## src/rtl/full_adder_if.sv

```systemverilog
// Operand/result bundle for the registered ripple adder.
// FULL_ADDER_OVF_EN adds the registered signed-overflow flag ovf.
interface full_adder_if #(
    parameter int WIDTH = 1
);
    logic             in_valid;
    logic [WIDTH-1:0] a;
    logic [WIDTH-1:0] b;
    logic             cin;
    logic             out_valid;
    logic [WIDTH-1:0] sum;
    logic             carry;
`ifdef FULL_ADDER_OVF_EN
    logic             ovf;

    modport master (output in_valid, a, b, cin, input out_valid, sum, carry, ovf);
    modport slave  (input in_valid, a, b, cin, output out_valid, sum, carry, ovf);
`else
    modport master (output in_valid, a, b, cin, input out_valid, sum, carry);
    modport slave  (input in_valid, a, b, cin, output out_valid, sum, carry);
`endif
endinterface

```

## src/rtl/full_adder.sv

```systemverilog
// Registered WIDTH-bit ripple-carry adder, one result per valid strobe, 1-cycle latency.
// Optional FULL_ADDER_OVF_EN registers two's-complement overflow next to the sum.
module full_adder #(
    parameter int WIDTH = 1
) (
    input  logic         clk,
    input  logic         rst,
    full_adder_if.slave  bus
);
    logic [WIDTH:0]   c;
    logic [WIDTH-1:0] s;

    assign c[0] = bus.cin;

    for (genvar i = 0; i < WIDTH; i++) begin : g_cell
        logic p;
        assign p      = bus.a[i] ^ bus.b[i];
        assign s[i]   = p ^ c[i];
        assign c[i+1] = (bus.a[i] & bus.b[i]) | (c[i] & p);
    end

    logic [WIDTH-1:0] sum_d, sum_q;
    logic             carry_d, carry_q;
    logic             out_valid_d, out_valid_q;
`ifdef FULL_ADDER_OVF_EN
    logic             ovf_d, ovf_q;
`endif

    // Results only load on a strobe; otherwise they hold so X on idle inputs never reaches the flops.
    always_comb begin
        sum_d       = sum_q;
        carry_d     = carry_q;
        out_valid_d = 1'b0;
`ifdef FULL_ADDER_OVF_EN
        ovf_d       = ovf_q;
`endif
        if (bus.in_valid) begin
            sum_d       = s;
            carry_d     = c[WIDTH];
            out_valid_d = 1'b1;
`ifdef FULL_ADDER_OVF_EN
            ovf_d       = c[WIDTH] ^ c[WIDTH-1];
`endif
        end
    end

    always_ff @(posedge clk) begin
        if (rst) begin
            sum_q       <= '0;
            carry_q     <= 1'b0;
            out_valid_q <= 1'b0;
`ifdef FULL_ADDER_OVF_EN
            ovf_q       <= 1'b0;
`endif
        end else begin
            sum_q       <= sum_d;
            carry_q     <= carry_d;
            out_valid_q <= out_valid_d;
`ifdef FULL_ADDER_OVF_EN
            ovf_q       <= ovf_d;
`endif
        end
    end

    assign bus.sum       = sum_q;
    assign bus.carry     = carry_q;
    assign bus.out_valid = out_valid_q;
`ifdef FULL_ADDER_OVF_EN
    assign bus.ovf       = ovf_q;
`endif
endmodule

```

## src/flat_wrapper.sv

```systemverilog
// flat-port wrapper written by rule: the top's interface ports become plain ports
module full_adder_flat 
#(
    parameter int WIDTH = 1
)
  (clk, rst, bus_in_valid, bus_a, bus_b, bus_cin, bus_out_valid, bus_sum, bus_carry);
  full_adder_if #(.WIDTH(WIDTH)) bus_i ();
  input  logic clk;
  input  logic rst;
  input wire logic [$bits(bus_i.in_valid)-1:0] bus_in_valid;
  input wire logic [$bits(bus_i.a)-1:0] bus_a;
  input wire logic [$bits(bus_i.b)-1:0] bus_b;
  input wire logic [$bits(bus_i.cin)-1:0] bus_cin;
  output wire logic [$bits(bus_i.out_valid)-1:0] bus_out_valid;
  output wire logic [$bits(bus_i.sum)-1:0] bus_sum;
  output wire logic [$bits(bus_i.carry)-1:0] bus_carry;
  assign bus_i.in_valid = bus_in_valid;
  assign bus_i.a = bus_a;
  assign bus_i.b = bus_b;
  assign bus_i.cin = bus_cin;
  assign bus_out_valid = bus_i.out_valid;
  assign bus_sum = bus_i.sum;
  assign bus_carry = bus_i.carry;
  full_adder #(.WIDTH(WIDTH)) u_core (.clk(clk), .rst(rst), .bus(bus_i));
endmodule
```

## config.mk

```make
export PLATFORM = sky130hd
export DESIGN_NAME = full_adder_flat
export DESIGN_NICKNAME = d
export VERILOG_FILES = /design/src/rtl/full_adder_if.sv /design/src/rtl/full_adder.sv /design/src/flat_wrapper.sv
export SDC_FILE = /design/constraint.sdc
export NUM_CORES = 1
export LEC_CHECK = 0
export CELL_PAD_IN_SITES_DETAIL_PLACEMENT = 0
export CELL_PAD_IN_SITES_GLOBAL_PLACEMENT = 2
export CORE_AREA = 2 2 39 41
export CTS_CLUSTER_DIAMETER = 200
export DETAILED_ROUTE_END_ITERATION = 6
export DIE_AREA = 0 0 41 43
export PLACE_DENSITY_LB_ADDON = 0.1
export SLEW_MARGIN = 5
export SYNTH_ARGS = -nofsm -noshare
export SYNTH_HDL_FRONTEND = slang
export SYNTH_SLANG_ARGS = --single-unit
```

## constraint.sdc

```tcl
create_clock -name clk -period 1.3 [get_ports clk]
set_input_delay 0.325 -clock clk [delete_from_list [all_inputs] [get_ports clk]]
set_output_delay 0.325 -clock clk [all_outputs]
set_load 0.02 [all_outputs]
```

==> run metrics, run 1 <==
CP peak stage delay 0.33 ns; gp weighted congestion 0.601; die width 41 microns; Die ar. 0.00176 sq mm; xor and xnor area share after synthesis 0; cell family with most CP delay buffers and inverters; Max stage delay cell, worst path dlygate4sd2_1; first-pass GRT wire length 455 microns; worst hold slack 0.489 ns; Placement Rows 14; Die Y 43 microns; Initial Utilization 0.0823; largest family of logic cells by synthesized area adder cells; htree depth 1; CP cell instances dlygate4sd2_1; CP bufs+invs 1; Final ANT Viol Nets 0; RSZ-0062 raised after global routing no; Cell variety after synth 5; # IOs 9; fillcell total 161; HPWL after detailed placement 222 microns; pwr/cell area 1330 mW/mm^2; clock latency on the worst-skew pair 0.23 ns; clock tree buffer depth 2; number of max-cap violations 0; Cells after Synth 9; Synth Cell Area 114 sq um; vias in the first global route 119; synth-to-layout area growth 108%; Final TNS setup 0 ns; Levels on crit path 1; Setup Viol. Count Final 0; crit path launch type register; CTS buffer count 3; CP Data Arrival Time 0.89 ns; Post-CTS Setup Bufs 0; skew final 0 ns; number of port buffers 8; Synth Warn # 0; CP Capture Point bus_carry; Critical Path RT 0.98 ns; Post-Synth Simple-Gate Area 0.121; met3 WL post-DR 52 microns; FF+latch count, synth 3; Net Count, Synth 16; Initial DRC Count 0; Yosys top cell area share 0.527; total grt overflow 0; overall global routing resource usage 0.0502; worst reg2reg path endpoint u_core.bus.carry; Metal-1 WL 98 microns; uppermost layer routed met3; post-synth top area cell dfxtp_1; diodes inserted 0; Synth area leaders dfxtp_1, fa_1, mux2i_1, nor2_1, nor2b_1; CTS Sinks 3; Critical Path Fanout Max 2; period utilization 0.934; drt drc 0; fmax 824 MHz; Pins Over Slew Limit 0; sequential fraction of the synthesis area 0.527; Reg clk slew, reported paths 0.04 ns; CTS tree built; core box area 0.00138 sq mm; layout cells sized above 1 0.143; Worst-Margin Slew 0.206 ns; P_leak 0.117 nW; complex-gate fraction of the synthesized area 0; routed wire length 292 microns; critical path capture point type output port; root buf cell clkbuf_4; reg2reg start u_core.bus.carry; post-synthesis mux area share 0.176; met2 routed WL 141 microns; antenna violations before repair 0; pin count of the biggest net entering global routing 4; Final min period 1.21 ns; DRT Pass-1 Iters 1; Worst Setup Path Type reg2out; fin nets 29; CP startpoint u_core.bus.carry; WL/cell 7.89 microns; status finished clean; syn_area_per_cell 12.7 sq um; total power 0.314 mW; Rel. slew slack 0.863; Util after Layout 0.171; maximum vdd ir drop 0.000619 V; Post-Synth Adder-Cell Area 0.176; final hold vios 0; reg-to-reg slack, setup 0.71 ns; hold buffers post-CTS 0; via count 109; HP Class reg2reg; drt via density 2.95; Reg2Reg Depth 2
[sequential cells by signal, indices dropped and copies added, names as in the netlist]
signal,cells
u_core.bus.sum,1
u_core.bus.carry,1
u_core.bus.out_valid,1
[where the power goes]
part / switching, mW / internal, mW
combinational: 0.0216 / 0.0246
sequential: 0.00237 / 0.0993
clock: 0.0508 / 0.115
[cell usage after synthesis]
cell and count:
dfxtp_1 3, mux2i_1 2, nor2_1 2, fa_1 1, nor2b_1 1
[layout make-up]
type | instances | area, sq um | area share
sequential | 3 | 60.1 | 0.254
clock buffer | 4 | 26.3 | 0.111
timing repair buffer | 8 | 76.3 | 0.323
multi-input combinational | 6 | 53.8 | 0.228
tap | 16 | 20.0 | 0.0847
[layout by cell type (no fill, tap or decap), drive strengths merged]
master	n
fa	1
nor2b	1
mux2i	2
clkdlybuf4s50	2
clkbuf	4
dlymetal6s2s	1
dfxtp	3
dlygate4sd2	5
nor2	2
[logic make-up (layout without fill, tap and decap cells)]
logic type,count (synthesis),after routing
fa+ha+maj,1,1
buf+inv,0,12
simple gates,3,3
flops,3,3
mux,2,2
[worst min path at each step]
stage	start	endpoint	slack [ns]	cells after the start
finish	u_core.bus.sum	u_core.bus.sum	0.49	2
global route	u_core.bus.carry	u_core.bus.carry	0.54	2
CTS	u_core.bus.sum	u_core.bus.sum	0.49	2
detailed placement	u_core.bus.sum	u_core.bus.sum	0.49	2
global placement	u_core.bus.sum	u_core.bus.sum	0.48	2
floorplan	rst	u_core.bus.out_valid	0.40	1
[per-stage QoR]
step / area (sq um) / setup WS (ns) / cells
2_1_floorplan: 114 / 0.240 / 9
3_3_place_gp: 214 / -0.261 / 33
3_5_place_dp: 214 / -0.279 / 33
4_1_cts: 234 / 0.00879 / 37
5_1_grt: 236 / 0.0376 / 37
6_report: 236 / 0.0863 / 37
[repair_timing]
item                       CTS  global route
resized for setup            5             1
gates cloned                 0             0
pin swaps                    1             1
setup endpoints to repair    4             1
[per-layer routing]
layer  GRT usage  vias to the layer above
met4      0.0600                        0
met1      0.0449                       50
met5           0                        -
met3      0.0681                        0
met2      0.0438                        7
li1            -                       52
Note: power is estimated with default switching activity, not from simulation.
==> run 2: changes to the inputs <==
- ABC_CLOCK_PERIOD_IN_PS: unset -> 1500
- CAP_MARGIN: unset -> 10
- clock period: 1.3 -> 1.5 ns (I/O delays scaled with it)
==> run 2 against run 1 <==
Effect of this change: sequential share of layout area did not move; wire length down 3.4%; die area did not move; hold slack better by 0.0016 ns; register-to-register slack improved by 0.20 ns; sequential cell count unchanged; critical path depth increased by 3; clock skew unchanged; largest cell class unchanged.
==> run metrics, run 2 (same netlist as run 1, synthesis figures left out) <==
status finished clean; Placement Rows 14 (unchanged); Resize count post-CTS 3 (-2); root buf cell clkbuf_4; Setup Viol. Count Final 0 (unchanged); Final TNS setup 0 ns (unchanged); Placed Instances 33 (unchanged); routed wire length 282 microns (-3.4%); most common cell after layout, fill and taps aside clkdlybuf4s50_1; pwr/cell area 1160 mW/mm^2 (-13%); WL/cell 7.62 microns (-3.4%); Psw 0.0645 mW (-14%); drt via density 3.05 (+3.7%); Pins Over Slew Limit 0 (unchanged); Die Y 43 microns (unchanged); Cell Int Power 0.210 mW (-12%); via count 113 (+3.7%); Non-Filler Instances 37 (unchanged); number of port buffers 8 (unchanged); Post-CTS Setup Bufs 0 (unchanged); Final min period 1.37 ns; Initial Utilization 0.0823 (unchanged); sw frac 0.235 (-0.00272); CTS Sinks 3 (unchanged); first-pass GRT wire length 455 microns (unchanged); HP Class reg2reg; hold buffers post-CTS 0 (unchanged); highest-count cells in the layout ignoring fill and taps clkdlybuf4s50_1, clkbuf_4, dlygate4sd2_1, dfxtp_1; overall global routing resource usage 0.0481 (-0.00201); Die ar. 0.00176 sq mm (unchanged); design area 236 sq um (unchanged); critical path capture point type register; Rel. slew slack 0.860 (-0.00285); antenna violations before repair 0 (unchanged); Critical Path Fanout Max 1 (-1); HPWL after detailed placement 224 microns (+0.86%); gp weighted congestion 0.601 (about the same); CTS buffer count 3 (unchanged); layout cells sized above 1 0.143 (unchanged); Setup Slack @ Placement -0.129 ns (+0.151 ns); final worst slack 0.127 ns (+0.0409 ns); Logic pwr share 0.155 (+0.008); Clock power frac 0.524 (-0.005); clock tree buffer depth 2 (unchanged); Reg clk slew, reported paths 0.04 ns (about the same); fillcell total 159 (-1.2%); core box area 0.00138 sq mm (unchanged); placed cell areas 214 sq um (unchanged); CP Data Arrival Time 1.49 ns (+0.60 ns); fin nets 29 (unchanged); CTS tree built; synth-to-layout area growth 108% (unchanged); Worst-Margin Slew 0.211 ns (+0.00429 ns); worst hold slack 0.490 ns (+0.00162 ns); RSZ-0062 raised after global routing no; maximum vdd ir drop 0.000574 V (-7.2%); P_leak 0.106 nW (-10%); skew final 0 ns (unchanged); CP cell instances clkdlybuf4s50_1, fa_1, mux2i_1, nor2_1; # IOs 9 (unchanged); diodes inserted 0 (unchanged); DRT Pass-1 Iters 1 (unchanged); fmax 728 MHz; number of max-cap violations 0 (unchanged); CP bufs+invs 1 (unchanged); Seq pwr share 0.321 (-0.003); Worst Setup Path Type in2reg; clock latency on the worst-skew pair 0.23 ns (about the same); Max stage delay cell, worst path fa_1; Final ANT Viol Nets 0 (unchanged); cell family with most CP delay adder cells; drt drc 0 (unchanged); crit path launch type input port; total grt overflow 0 (unchanged); vias in the first global route 118 (-0.84%); period utilization 0.915; Critical Path RT 1.62 ns (+0.64 ns); pin count of the biggest net entering global routing 4 (unchanged); Initial DRC Count 0 (unchanged); die width 41 microns (unchanged); htree depth 1 (unchanged); final hold vios 0 (unchanged); CP peak stage delay 0.48 ns (+0.15 ns)
[run 2: changes by cell type in the layout (fill, tap and decap cells not counted)]
cell             delta
clkdlybuf4s50_1     +3
dlygate4sd2_1       -2
dlymetal6s2s_1      -1
[run 2: worst paths after layout]
check,start,to,slack (ns),cells after the start
hold / removal,u_core.bus.carry,u_core.bus.carry,0.49,2
setup reg to reg,u_core.bus.sum,u_core.bus.sum,0.91,2
setup / recovery,bus_cin,u_core.bus.sum,0.13,4
hold reg to reg,u_core.bus.carry,u_core.bus.carry,0.49,2
[run 2: worst min-delay path: stages (launching register included)]
cell and delay (ns):
dfxtp_1 0.31, mux2i_1 0.06, nor2_1 0.07
[run 2: cell type report]
| type | count | area [sq um] | share of cell area |
|---|---|---|---|
| clock buffer | 4 | 26.3 | 0.111 |
| multi-input combinational | 6 | 53.8 | 0.228 |
| sequential | 3 | 60.1 | 0.254 |
| tap | 16 | 20.0 | 0.0847 |
| timing repair buffer | 8 | 76.3 | 0.323 |
[run 2: power by group through the flow]
| stage | clock, mW | combinational [mW] | sequential (mW) |
|---|---|---|---|
| 4_1_cts | 0.150 | 0.0439 | 0.0880 |
| 6_report | 0.144 | 0.0424 | 0.0879 |
| 3_3_place_gp | 0 | 0.0477 | 0.0896 |
| 3_5_place_dp | 0 | 0.0479 | 0.0894 |
| 5_1_grt | 0.158 | 0.0467 | 0.0889 |
| 2_1_floorplan | 0 | 0.00967 | 0.0969 |
[run 2: stage by stage]
step,power [mW],utilization
floorplan,0.107,-
finish,0.274,0.171
global route,0.293,0.171
detailed placement,0.137,0.155
CTS,0.282,0.171
global placement,0.137,0.155
[run 2: per-layer routing]
layer / wire, microns / up-vias / track usage
li1: - / 52 / -
met1: 106 / 54 / 0.0481
met2: 134 / 7 / 0.0438
met3: 40 / 0 / 0.0681
met4: 0 / 0 / 0.0400
met5: 0 / - / 0
==> run 3: changes to the inputs <==
- CTS_BUF_LIST: unset -> sky130_fd_sc_hd__clkbuf_4
==> run 3 against run 2 <==
Effect of this change: die area is the same; first-iteration DRC count is the same; clock power grew 13%; global-route usage grew 0.30 points; non-clock buffer count is the same; hold slack gained 0.00095 ns; wire length grew 0.71%; utilization grew 0.27 points; sequential cell count is the same; clock skew is the same; sequential share of layout area shrank 0.40 points.
==> run metrics, run 3 (same netlist as run 1, synthesis figures left out) <==
status finished clean; clock latency on the worst-skew pair 0.24 ns (about the same); area of the multi-input gates 53.8 sq um (unchanged); core box area 0.00138 sq mm (unchanged); final worst slack 0.131 ns (+0.00417 ns); layout cells sized above 1 0.190 (+0.0476); RSZ-0062 raised after global routing no; Rel. slew slack 0.860 (unchanged); Critical Path Fanout Max 1 (unchanged); Post-CTS Setup Bufs 0 (unchanged); critical path capture point type register; die width 41 microns (unchanged); CP peak stage delay 0.48 ns (about the same); Psw 0.0656 mW (+1.7%); Die ar. 0.00176 sq mm (unchanged); highest-count cells in the layout ignoring fill and taps clkdlybuf4s50_1, clkbuf_4, dlygate4sd2_1, dfxtp_1; maximum vdd ir drop 0.000581 V (+1.2%); Resize count post-CTS 3 (unchanged); fin nets 29 (unchanged); P_leak 0.109 nW (+3.2%); Setup Viol. Count Final 0 (unchanged); number of port buffers 8 (unchanged); Logic pwr share 0.145 (-0.010); Max stage delay cell, worst path fa_1; Initial Utilization 0.0823 (unchanged); diodes inserted 0 (unchanged); Placed Instances 33 (unchanged); GR Util met3 0.0681 (unchanged); Final ANT Viol Nets 0 (unchanged); Critical Path RT 1.62 ns (about the same); Seq pwr share 0.300 (-0.021); M2 GR Usage 0.0438 (unchanged); htree depth 1 (unchanged); storage element area 60.1 sq um (unchanged); Setup Slack @ Placement -0.129 ns (unchanged); HPWL after detailed placement 224 microns (unchanged); total grt overflow 0 (unchanged); Initial DRC Count 0 (unchanged); Worst-Margin Slew 0.211 ns (unchanged); fmax 731 MHz (+0.30%); CP Data Arrival Time 1.49 ns (about the same); number of max-cap violations 0 (unchanged); met1 usage 0.0481 (unchanged); drt drc 0 (unchanged); CTS buffer count 3 (unchanged); Worst Setup Path Type in2reg; routed wire length 284 microns (+0.71%); period utilization 0.912 (-0.00278); Pins Over Slew Limit 0 (unchanged); most common cell after layout, fill and taps aside clkdlybuf4s50_1; sw frac 0.224 (-0.0116); hold buffers post-CTS 0 (unchanged); overall global routing resource usage 0.0512 (+0.00301); gp weighted congestion 0.601 (unchanged); synth-to-layout area growth 111%; Die Y 43 microns (unchanged); skew final 0 ns (unchanged); CTS Sinks 3 (unchanged); vias in the first global route 121 (+2.5%); worst hold slack 0.491 ns (+0.000950 ns); CP cell instances clkdlybuf4s50_1, fa_1, mux2i_1, nor2_1; HP Class reg2reg; clock tree buffer depth 2 (unchanged); WL/cell 7.68 microns (+0.71%); GRT busiest layer met3; Placement Rows 14 (unchanged); # IOs 9 (unchanged); antenna violations before repair 0 (unchanged); pwr/cell area 1220 mW/mm^2 (+5.3%); crit path launch type input port; Reg clk slew, reported paths 0.03 ns (about the same); Cell Int Power 0.228 mW (+8.6%); CTS tree built; via count 113 (unchanged); Final min period 1.37 ns (-0.00417 ns); root buf cell clkbuf_4; drt via density 3.05 (unchanged); first-pass GRT wire length 469 microns (+3.1%); Non-Filler Instances 37 (unchanged); fillcell total 159 (unchanged); Clock power frac 0.555 (+0.031); pin count of the biggest net entering global routing 4 (unchanged); DRT Pass-1 Iters 1 (unchanged); final hold vios 0 (unchanged)
run 3: cell counts in the layout (fill, tap and decap cells not counted):
Identical to the previous run, type by type.
run 3: cell type report:
class,count,area share
clock buffers,4,0.125
repair buffers,8,0.318
multi-input cells,6,0.224
flip-flops and latches,3,0.250
well taps,16,0.0833
run 3: critical path, delay by kind of cell:
kind                       cells  cell delay [ns]
adders and majority gates      1             0.48
buffers and inverters          1             0.43
muxes                          1             0.16
and+or+nand+nor                1             0.05
run 3: per-layer routing:
metal  routed length (microns)  up-vias
li1                          -       52
met1                       101       54
met2                       142        7
met3                        40        0
met4                         0        0
met5                         0        -
run 3: power by group through the flow:
stage | combinational [mW] | sequential (mW) | clock, mW
after floorplan | 0.00967 | 0.0969 | 0
after global placement | 0.0477 | 0.0896 | 0
after detailed placement | 0.0479 | 0.0894 | 0
after CTS | 0.0439 | 0.0880 | 0.170
after global routing | 0.0467 | 0.0889 | 0.178
final | 0.0426 | 0.0879 | 0.163
run 3: path summary, 6_finish.rpt:
check | slack (ns) | end | startpoint | cells past startpoint
setup reg to reg | 0.91 | u_core.bus.sum | u_core.bus.sum | 2
setup / recovery | 0.13 | u_core.bus.sum | bus_cin | 4
hold reg to reg | 0.49 | u_core.bus.sum | u_core.bus.sum | 2
hold / removal | 0.49 | u_core.bus.sum | u_core.bus.sum | 2
run 3: metrics by stage:
stage / TNS, ns / power (mW) / area, sq um / utilization
2_1_floorplan: 0 / 0.107 / 114 / -
3_3_place_gp: -0.170 / 0.137 / 214 / 0.155
3_5_place_dp: -0.199 / 0.137 / 214 / 0.155
4_1_cts: 0 / 0.302 / 240 / 0.174
5_1_grt: 0 / 0.313 / 240 / 0.174
6_report: 0 / 0.293 / 240 / 0.174
